--- config.mk ---
export PLATFORM = sky130hd
export DESIGN_NAME = neurotransmitter_level_integrator
export DESIGN_NICKNAME = d
export VERILOG_FILES = /design/src/rtl/neurotransmitter_level_integrator.sv
export SDC_FILE = /design/constraint.sdc
export NUM_CORES = 1
export LEC_CHECK = 0
export CAP_MARGIN = 20
export CELL_PAD_IN_SITES_DETAIL_PLACEMENT = 1
export CELL_PAD_IN_SITES_GLOBAL_PLACEMENT = 2
export CORE_ASPECT_RATIO = 1.75
export CORE_MARGIN = 1
export CORE_UTILIZATION = 28
export DETAILED_ROUTE_END_ITERATION = 8
export PLACE_DENSITY_LB_ADDON = 0.1
export SLEW_MARGIN = 20
export SYNTH_ARGS = -nofsm -noshare
export SYNTH_HDL_FRONTEND = slang
export SYNTH_SLANG_ARGS = --single-unit
--- constraint.sdc ---
create_clock -name clk -period 2.2 [get_ports clk]
set_input_delay 0.44 -clock clk [delete_from_list [all_inputs] [get_ports clk]]
set_output_delay 0.44 -clock clk [all_outputs]
set_load 0.01 [all_outputs]
--- src/rtl/neurotransmitter_level_integrator.sv ---
// Saturating neurotransmitter level integrator with a hysteretic 2-bit band code.
// Define NT_DECAY_EN to add idle-tick decay of the level back toward BASELINE.
module neurotransmitter_level_integrator #(
    parameter int WIDTH     = 8,
    parameter int BASELINE  = 64,
    parameter int SLOW_STEP = 1,
    parameter int FAST_STEP = 4,
    parameter int HYST      = 8
`ifdef NT_DECAY_EN
    ,
    parameter int DECAY_TICKS = 16
`endif
) (
    input  logic             clk,
    input  logic             rst,
    input  logic             tick,
    input  logic             inc,
    input  logic             dec,
    input  logic             fast,
    output logic [WIDTH-1:0] level,
    output logic [1:0]       level_q,
    output logic             sat_hi,
    output logic             sat_lo
);

    typedef enum logic [1:0] {B0 = 2'd0, B1 = 2'd1, B2 = 2'd2, B3 = 2'd3} band_t;

    localparam logic [WIDTH-1:0] BASE_W    = WIDTH'(BASELINE);
    localparam logic [WIDTH:0]   MAX_X     = (WIDTH+1)'((1 << WIDTH) - 1);
    localparam logic [WIDTH:0]   SLOW_X    = (WIDTH+1)'(SLOW_STEP);
    localparam logic [WIDTH:0]   FAST_X    = (WIDTH+1)'(FAST_STEP);
    localparam logic [WIDTH:0]   HYST_X    = (WIDTH+1)'(HYST);
    localparam band_t            BAND_RST  = band_t'(2'(BASELINE >> (WIDTH-2)));

    logic [WIDTH-1:0] r_level;
    band_t            r_band;

    logic [WIDTH:0]   w_level_x;
    logic [WIDTH:0]   w_step;
    logic [WIDTH:0]   w_sum;
    logic [WIDTH-1:0] w_inc_val;
    logic [WIDTH-1:0] w_dec_val;
    logic             w_do_inc;
    logic             w_do_dec;
    logic [WIDTH:0]   w_up_thr;
    logic [WIDTH:0]   w_dn_thr;
    logic             w_band_up;
    logic             w_band_dn;
    logic             w_decay_step;

    // All arithmetic is one bit wider than the level so saturation never wraps.
    assign w_level_x = {1'b0, r_level};
    assign w_step    = fast ? FAST_X : SLOW_X;
    assign w_sum     = w_level_x + w_step;
    assign w_inc_val = (w_sum > MAX_X) ? MAX_X[WIDTH-1:0] : w_sum[WIDTH-1:0];
    assign w_dec_val = (w_level_x < w_step) ? '0 : (r_level - w_step[WIDTH-1:0]);
    assign w_do_inc  = tick && inc && !dec;
    assign w_do_dec  = tick && dec && !inc;

    // Band edges are multiples of a quarter of full scale.
    assign w_up_thr  = {({1'b0, r_band} + 3'd1), {(WIDTH-2){1'b0}}};
    assign w_dn_thr  = {1'b0, r_band, {(WIDTH-2){1'b0}}};
    // level < edge - HYST rewritten as level + HYST < edge to stay unsigned.
    assign w_band_up = (r_band != B3) && (w_level_x >= w_up_thr);
    assign w_band_dn = (r_band != B0) && ((w_level_x + HYST_X) < w_dn_thr);

`ifdef NT_DECAY_EN
    localparam int CNT_W = (DECAY_TICKS > 1) ? $clog2(DECAY_TICKS) : 1;
    localparam logic [CNT_W-1:0] CNT_LAST = CNT_W'(DECAY_TICKS - 1);

    logic [CNT_W-1:0] r_decay_cnt;
    logic             w_idle_tick;
    logic             w_cnt_last;

    assign w_idle_tick  = tick && !(inc ^ dec);
    assign w_cnt_last   = (r_decay_cnt == CNT_LAST);
    assign w_decay_step = w_idle_tick && w_cnt_last && (r_level != BASE_W);

    // Counter parks at its last value while the level already sits at baseline.
    always_ff @(posedge clk or posedge rst) begin
        if (rst) begin
            r_decay_cnt <= '0;
        end else if (tick) begin
            if (inc ^ dec) begin
                r_decay_cnt <= '0;
            end else if (w_cnt_last) begin
                r_decay_cnt <= (r_level != BASE_W) ? '0 : r_decay_cnt;
            end else begin
                r_decay_cnt <= r_decay_cnt + CNT_W'(1);
            end
        end
    end
`else
    assign w_decay_step = 1'b0;
`endif

    always_ff @(posedge clk or posedge rst) begin
        if (rst) begin
            r_level <= BASE_W;
        end else if (w_do_inc) begin
            r_level <= w_inc_val;
        end else if (w_do_dec) begin
            r_level <= w_dec_val;
        end else if (w_decay_step) begin
            r_level <= (r_level > BASE_W) ? (r_level - WIDTH'(1)) : (r_level + WIDTH'(1));
        end
    end

    // Band FSM runs every cycle so it catches up one band per clock.
    always_ff @(posedge clk or posedge rst) begin
        if (rst) begin
            r_band <= BAND_RST;
        end else begin
            case (r_band)
                B0:      r_band <= w_band_up ? B1 : B0;
                B1:      r_band <= w_band_up ? B2 : (w_band_dn ? B0 : B1);
                B2:      r_band <= w_band_up ? B3 : (w_band_dn ? B1 : B2);
                B3:      r_band <= w_band_dn ? B2 : B3;
                default: r_band <= BAND_RST;
            endcase
        end
    end

    assign level   = r_level;
    assign level_q = r_band;
    assign sat_hi  = (w_level_x == MAX_X);
    assign sat_lo  = (r_level == '0);

endmodule
==> flow_summary.toml, run 1 <==
[critical_path]
reg2reg_depth = 8
timing.critical_path.slowest_stage_cell = "sky130_fd_sc_hd__dfrtp_1"
cp_class = "register to register"
start_kind = "register"
cp_data_required_time_ps = 2390
timing.reg2reg.setup_slack_ps = 30
worst_path_dominant_cell_family = "compound AO/OA/AOI/OAI gates"
setup.worst_path.end_class = "register"
critPathMaxFanout = 3
cp_cell_sequence = "and3_4 > nand2_2 > xnor2_1 > ha_1 > mux2_4 > a221o_1 > a31oi_1 > o211a_1"
cp_max_stage_delay_ps = 370
cp.arrival_ps = 2360
worstPathBufferInverterCount = 0
rr_startpoint = "level[4]$_DFFE_PP0P_"
setup.worst_path.start = "level[4]$_DFFE_PP0P_"
r2r_end = "level_q[0]$_DFF_PP1_"
cp.depth = 8
critPathCapture = "level_q[0]$_DFF_PP1_"

[logic_synthesis]
synthArstFlopShare = 1.00
post_synth_inst_count = 139
synth-warning-count = 0
yosys_register_bits = 10
synth_edf_count = 0
net_count_after_synthesis = 159
syn_area_um2 = 1110
ys_top_cells_by_count = "sky130_fd_sc_hd__ha_1 (14), sky130_fd_sc_hd__inv_1 (10), sky130_fd_sc_hd__o21ai_0 (10), sky130_fd_sc_hd__nand2_1 (9), sky130_fd_sc_hd__nor2_1 (9)"
post_synth_main_area_contributors = "sky130_fd_sc_hd__dfrtp_1 (18%), sky130_fd_sc_hd__ha_1 (16%), sky130_fd_sc_hd__dfstp_2 (4.7%)"
synth.lib_cells_used.distinct = 45
sequential_to_total_area_share_from_yosys_stat = 0.228
synth_top_flop_cell = "sky130_fd_sc_hd__dfrtp_1"
yosysTopAreaCell = "sky130_fd_sc_hd__dfrtp_1"
postSynthAreaPerCell_um2 = 7.97
post-synth-top-count-cell = "sky130_fd_sc_hd__ha_1"
synth.top_cell.area_share = 0.181

[floorplanning]
floorplan.die_area_um2 = 4220
die_y_um = 85.2
ios = 18
initial_utilization = 0.299
row_count = 29
die_w_um = 49.5
placeableCoreArea_um2 = 3700

[cells_and_area]
num-fill-cells = 467
insertedDiodeCount = 0
finalNetCount = 210
drive_above_1_share = 0.317
post_layout_cell_count = 235
area_delta_synth_final_pct = 53.0

[pwr]
cellLeakagePower_nw = 0.744
power.density_cell_area_nw_per_um2 = 1460
vdd_drop_max_mv = 0.678

[cts]
clk_pin_slew_worst_paths_ps = 50
max_h_tree_level = 1
tritoncts = "done"
cts_root_buffer = "sky130_fd_sc_hd__clkbuf_8"
insertion_delay_ps = 250
cts_made_buffers = 3
cts.hold.buffers_added = 0
cts.path.max_buffers = 2
tritoncts_num_sinks = 10

[placed_design]
numPlacedInstances = 229
dp_worst_setup_slack_ps = -445
gpl.final_weighted_congestion = 0.831
place_hpwl_um = 3310
port-buffer-count = 17

[routing]
antenna_violating_nets_post_route = 0
detail_route.wl_per_cell_um = 16.9
drc = 0
detailroute.via_count = 1293
drt_wl_total_um = 3980
initialDrtViolationCount = 26
drt_pass1_iterations = 4
detail_route.vias_per_cell = 5.50

[sta]
grt_setup_unrepaired = "true"
finalMaxSlewViolations = 0
finalHoldViolations = 0
tightestPinTransition_ps = 414
setup_viol = 0
clock-skew-final_ps = 2.85
period_needed_ps = 2170
final.setup.worst_slack_ps = 33.1
fmaxAchievable_mhz = 461
final_min_period_over_clock_period = 0.985
slew-limit-headroom = 0.723

[global_route]
antenna_found_initial = 0
grt.total_usage = 0.207
first_global_vias = 1379
grt_start_max_net_pins = 13
grt.overflow.total = 0
global_route_wire_length_before_repair_um = 6510

[outcome]
status = "finished, final reports clean"

[hold_path]
min_path_type = "input pin to asynchronous set/reset pin"

[job]
cap_violations = 0
-- final cells by class --
class,instances,area (um^2),share of cell area
Sequential cell,10,254,0.150
Multi-Input combinational cell,113,861,0.508
Clock buffer,4,55.1,0.0325
Tap cell,46,57.6,0.0340
Timing Repair Buffer,52,429,0.253
Inverter,10,37.5,0.0222
-- state kept, by name (all words and copies together), names as in the netlist --
register and flops:
level 8, level_q 2
-- cells by family after synthesis --
logic type,share of synthesized area
compound gates,0.254
xor+xnor,0.0237
fa+ha+maj,0.158
buf+inv,0.0576
flops,0.228
mux,0.0192
simple gates,0.259
-- per-stage QoR --
stage / hold WS, ps / cell area, um^2 / util / setup TNS (ps) / power, mW
2_1_floorplan: 279 / 1130 / - / 0 / 1.28
3_3_place_gp: 702 / 1570 / 0.424 / -2270 / 1.98
3_5_place_dp: 713 / 1570 / 0.424 / -2690 / 2.06
4_1_cts: 487 / 1640 / 0.444 / 0 / 2.38
5_1_grt: 548 / 1690 / 0.458 / -31.1 / 2.69
6_report: 474 / 1690 / 0.458 / 0 / 2.48
-- worst register-to-register path, delay by kind of cell, from the launching register on --
kind | cells | cell delay [ps]
AO/OA/AOI/OAI | 3 | 740
XOR/XNOR | 1 | 140
adder cells (fa/ha/maj) | 1 | 320
flip-flops | 1 | 370
multiplexers | 1 | 260
AND/OR/NAND/NOR | 2 | 280
-- repair_timing --
item | in CTS | in global routing
hold endpoints to repair | 0 | 0
pin swaps | 3 | 2
setup endpoints to repair | 10 | 4
resized for setup | 7 | 8
setup buffers | 1 | 1
-- how the worst min path moves through the flow --
stage               slack, ps                    to
floorplan                 280  level[0]$_DFFE_PP0P_
global placement          700  level[6]$_DFFE_PP1P_
detailed placement        710  level[0]$_DFFE_PP0P_
CTS                       490  level[5]$_DFFE_PP0P_
global route              550  level[5]$_DFFE_PP0P_
finish                    470  level[5]$_DFFE_PP0P_
-- placed cells by master (no fill, tap or decap), drive strengths merged, types with 4 or more instances in the layout --
master | netlist | routed
nor2 | 9 | 9
nor3 | 4 | 4
buf | 3 | 35
a31oi | 5 | 5
dfrtp | 8 | 8
clkdlybuf4s50 | 0 | 14
a21oi | 8 | 8
inv | 10 | 10
ha | 14 | 14
clkbuf | 3 | 4
nand2 | 9 | 9
o21ai | 10 | 10
nand3 | 7 | 7
-- layer usage --
layer  vias to the layer above  routed length, um  global-route usage
li1                        613                  -                   -
met1                       634               1400               0.191
met2                        35               2340               0.419
met3                        11                108              0.0161
met4                         0                135               0.114
met5                         -                  0                   0
-- power by group --
group | leakage (nW) | internal, mW | total [mW] | switching, mW
sequential | 0.116 | 0.291 | 0.405 | 0.115
clock | 0.0288 | 0.158 | 0.245 | 0.0864
combinational | 0.599 | 0.955 | 1.83 | 0.873
Power figures use the tool's default switching activity.
==> run 2, diff against run 1 <==
--- a/config.mk
+++ b/config.mk
@@ -9,7 +9,6 @@
 export CELL_PAD_IN_SITES_DETAIL_PLACEMENT = 1
 export CELL_PAD_IN_SITES_GLOBAL_PLACEMENT = 2
 export CORE_ASPECT_RATIO = 1.75
-export CORE_MARGIN = 1
 export CORE_UTILIZATION = 28
 export DETAILED_ROUTE_END_ITERATION = 8
 export PLACE_DENSITY_LB_ADDON = 0.1
==> results of run 2 <==
Final layout, timing and power as in run 1 (identical DEF).
==> run 3, diff against run 2 <==
==> constraint.sdc (replaced) <==
create_clock -name clk -period 2.2 [get_ports clk]
set_input_delay 0.66 -clock clk [delete_from_list [all_inputs] [get_ports clk]]
set_output_delay 0.66 -clock clk [all_outputs]
set_load 0.01 [all_outputs]
==> run 3 against run 2 <==
Cell count grew 4.3%. Die area is the same. Highest routed layer unchanged. Via count grew 0.62%. Global-route usage grew 1.0 points. Critical path type unchanged. Flip-flop and latch count is the same. Largest cell class unchanged. Clock power shrank 2%.
==> flow_summary.toml, run 3 (synthesis gave the netlist of run 1 again) <==
[outcome]
status = "finished, final reports clean"

[routing]
detailroute.via_count = 1301
initialDrtViolationCount = 21
drc = 0
detail_route.wl_per_cell_um = 17.4
drt_pass1_iterations = 3
drt_wl_total_um = 4260
detail_route.vias_per_cell = 5.31
antenna_violating_nets_post_route = 0

[placed_design]
port-buffer-count = 17
postPlaceCellArea_um2 = 1650
gpl.final_weighted_congestion = 0.833
numPlacedInstances = 238
place_hpwl_um = 3500
dp_worst_setup_slack_ps = -605

[cells_and_area]
insertedDiodeCount = 0
final_core_utilization = 0.479
total_area_of_multi_input_combinational_cells_um2 = 856
layout.cells.most_common_list = "sky130_fd_sc_hd__buf_4 (44), sky130_fd_sc_hd__clkdlybuf4s50_1 (14), sky130_fd_sc_hd__o21ai_0 (10), sky130_fd_sc_hd__ha_1 (10), sky130_fd_sc_hd__nor2_1 (9)"
post_layout_cell_count = 245
num-fill-cells = 470
area_delta_synth_final_pct = 60.2
post-route-cell-area_um2 = 1770
most_common_cell_after_layout_fill_and_taps_aside = "sky130_fd_sc_hd__buf_4"
finalNetCount = 220
area.sequential_um2 = 254
drive_above_1_share = 0.347
max_ffs_per_register = 8

[global_route]
grt.total_usage = 0.217
antenna_found_initial = 0
grt_start_max_net_pins = 11
global_route_wire_length_before_repair_um = 6830
grt.overflow.total = 0
first_global_vias = 1464

[floorplanning]
die_w_um = 49.5
ios = 18
row_count = 29
initial_utilization = 0.299
floorplan.die_area_um2 = 4220
die_y_um = 85.2
placeableCoreArea_um2 = 3700

[cts]
cts.path.max_buffers = 2
clk_pin_slew_worst_paths_ps = 50
tritoncts_num_sinks = 10
insertion_delay_ps = 240
cts_made_buffers = 3
tritoncts = "done"
max_h_tree_level = 1
cts_root_buffer = "sky130_fd_sc_hd__clkbuf_8"
cts.hold.buffers_added = 0

[sta]
period_needed_ps = 2140
setup_tns_ps = 0
final_min_period_over_clock_period = 0.974
finalHoldViolations = 0
fmaxAchievable_mhz = 467
setup_viol = 0
grt_setup_unrepaired = "true"
fin_worst_hold_slack_ps = 690
finalMaxSlewViolations = 0
final.setup.worst_slack_ps = 56.9
tightestPinTransition_ps = 398
slew-limit-headroom = 0.735
clock-skew-final_ps = 1.55

[pwr]
vdd_drop_max_mv = 0.577
total_power_mw = 2.53
power.density_cell_area_nw_per_um2 = 1420
cellLeakagePower_nw = 0.782

[critical_path]
start_kind = "register"
critPathMaxFanout = 4
cp.arrival_ps = 2330
setup.worst_path.end_class = "register"
cp_data_required_time_ps = 2390
cp_class = "register to register"

[job]
cap_violations = 0

[hold_path]
min_path_type = "register to register"
-- run 3: layer usage --
layer,track usage,vias to the layer above,share of wire
met5,0,-,0
met2,0.461,23,0.61
met3,0.0108,7,0.013
met4,0.0987,0,0.020
li1,-,636,-
met1,0.194,635,0.35
-- run 3: repair_timing --
action                     in CTS  in global routing
setup endpoints to repair      11                 11
gates resized for setup         8                  8
pin swaps                       4                  4
buffers inserted                3                  0
-- run 3: worst paths after layout --
kind / cells past startpoint / slack [ps] / startpoint / end
min in group asynchronous: 2 / 710 / rst / level[7]$_DFFE_PP0P_
max in group asynchronous: 2 / 1180 / rst / level_q[0]$_DFF_PP1_
setup reg to reg: 10 / 60 / level_q[0]$_DFF_PP1_ / level_q[0]$_DFF_PP1_
setup / recovery: 10 / 60 / level_q[0]$_DFF_PP1_ / level_q[0]$_DFF_PP1_
hold reg to reg: 3 / 690 / level[0]$_DFFE_PP0P_ / level[0]$_DFFE_PP0P_
hold / removal: 3 / 690 / level[0]$_DFFE_PP0P_ / level[0]$_DFFE_PP0P_
-- run 3: cell type report --
cell class	count	area share
Inverter	10	0.0212
Timing Repair Buffer	62	0.290
Clock buffer	4	0.0310
Tap cell	46	0.0324
Sequential cell	10	0.143
Multi-Input combinational cell	113	0.482
-- run 3: critical path, stage by stage (launching register included) --
cell and delay [ps]:
sky130_fd_sc_hd__dfstp_2 530, sky130_fd_sc_hd__inv_1 80, sky130_fd_sc_hd__ha_4 280, sky130_fd_sc_hd__inv_2 40
sky130_fd_sc_hd__ha_4 200, sky130_fd_sc_hd__and2_1 160, sky130_fd_sc_hd__a311oi_2 260, sky130_fd_sc_hd__buf_4 160
sky130_fd_sc_hd__nor3_1 50, sky130_fd_sc_hd__a31oi_1 160, sky130_fd_sc_hd__o211a_1 160
-- run 3: power breakdown --
part	switching [mW]	total, mW	internal [mW]
sequential	0.0821	0.373	0.291
clock	0.0815	0.240	0.158
combinational	0.933	1.91	0.981
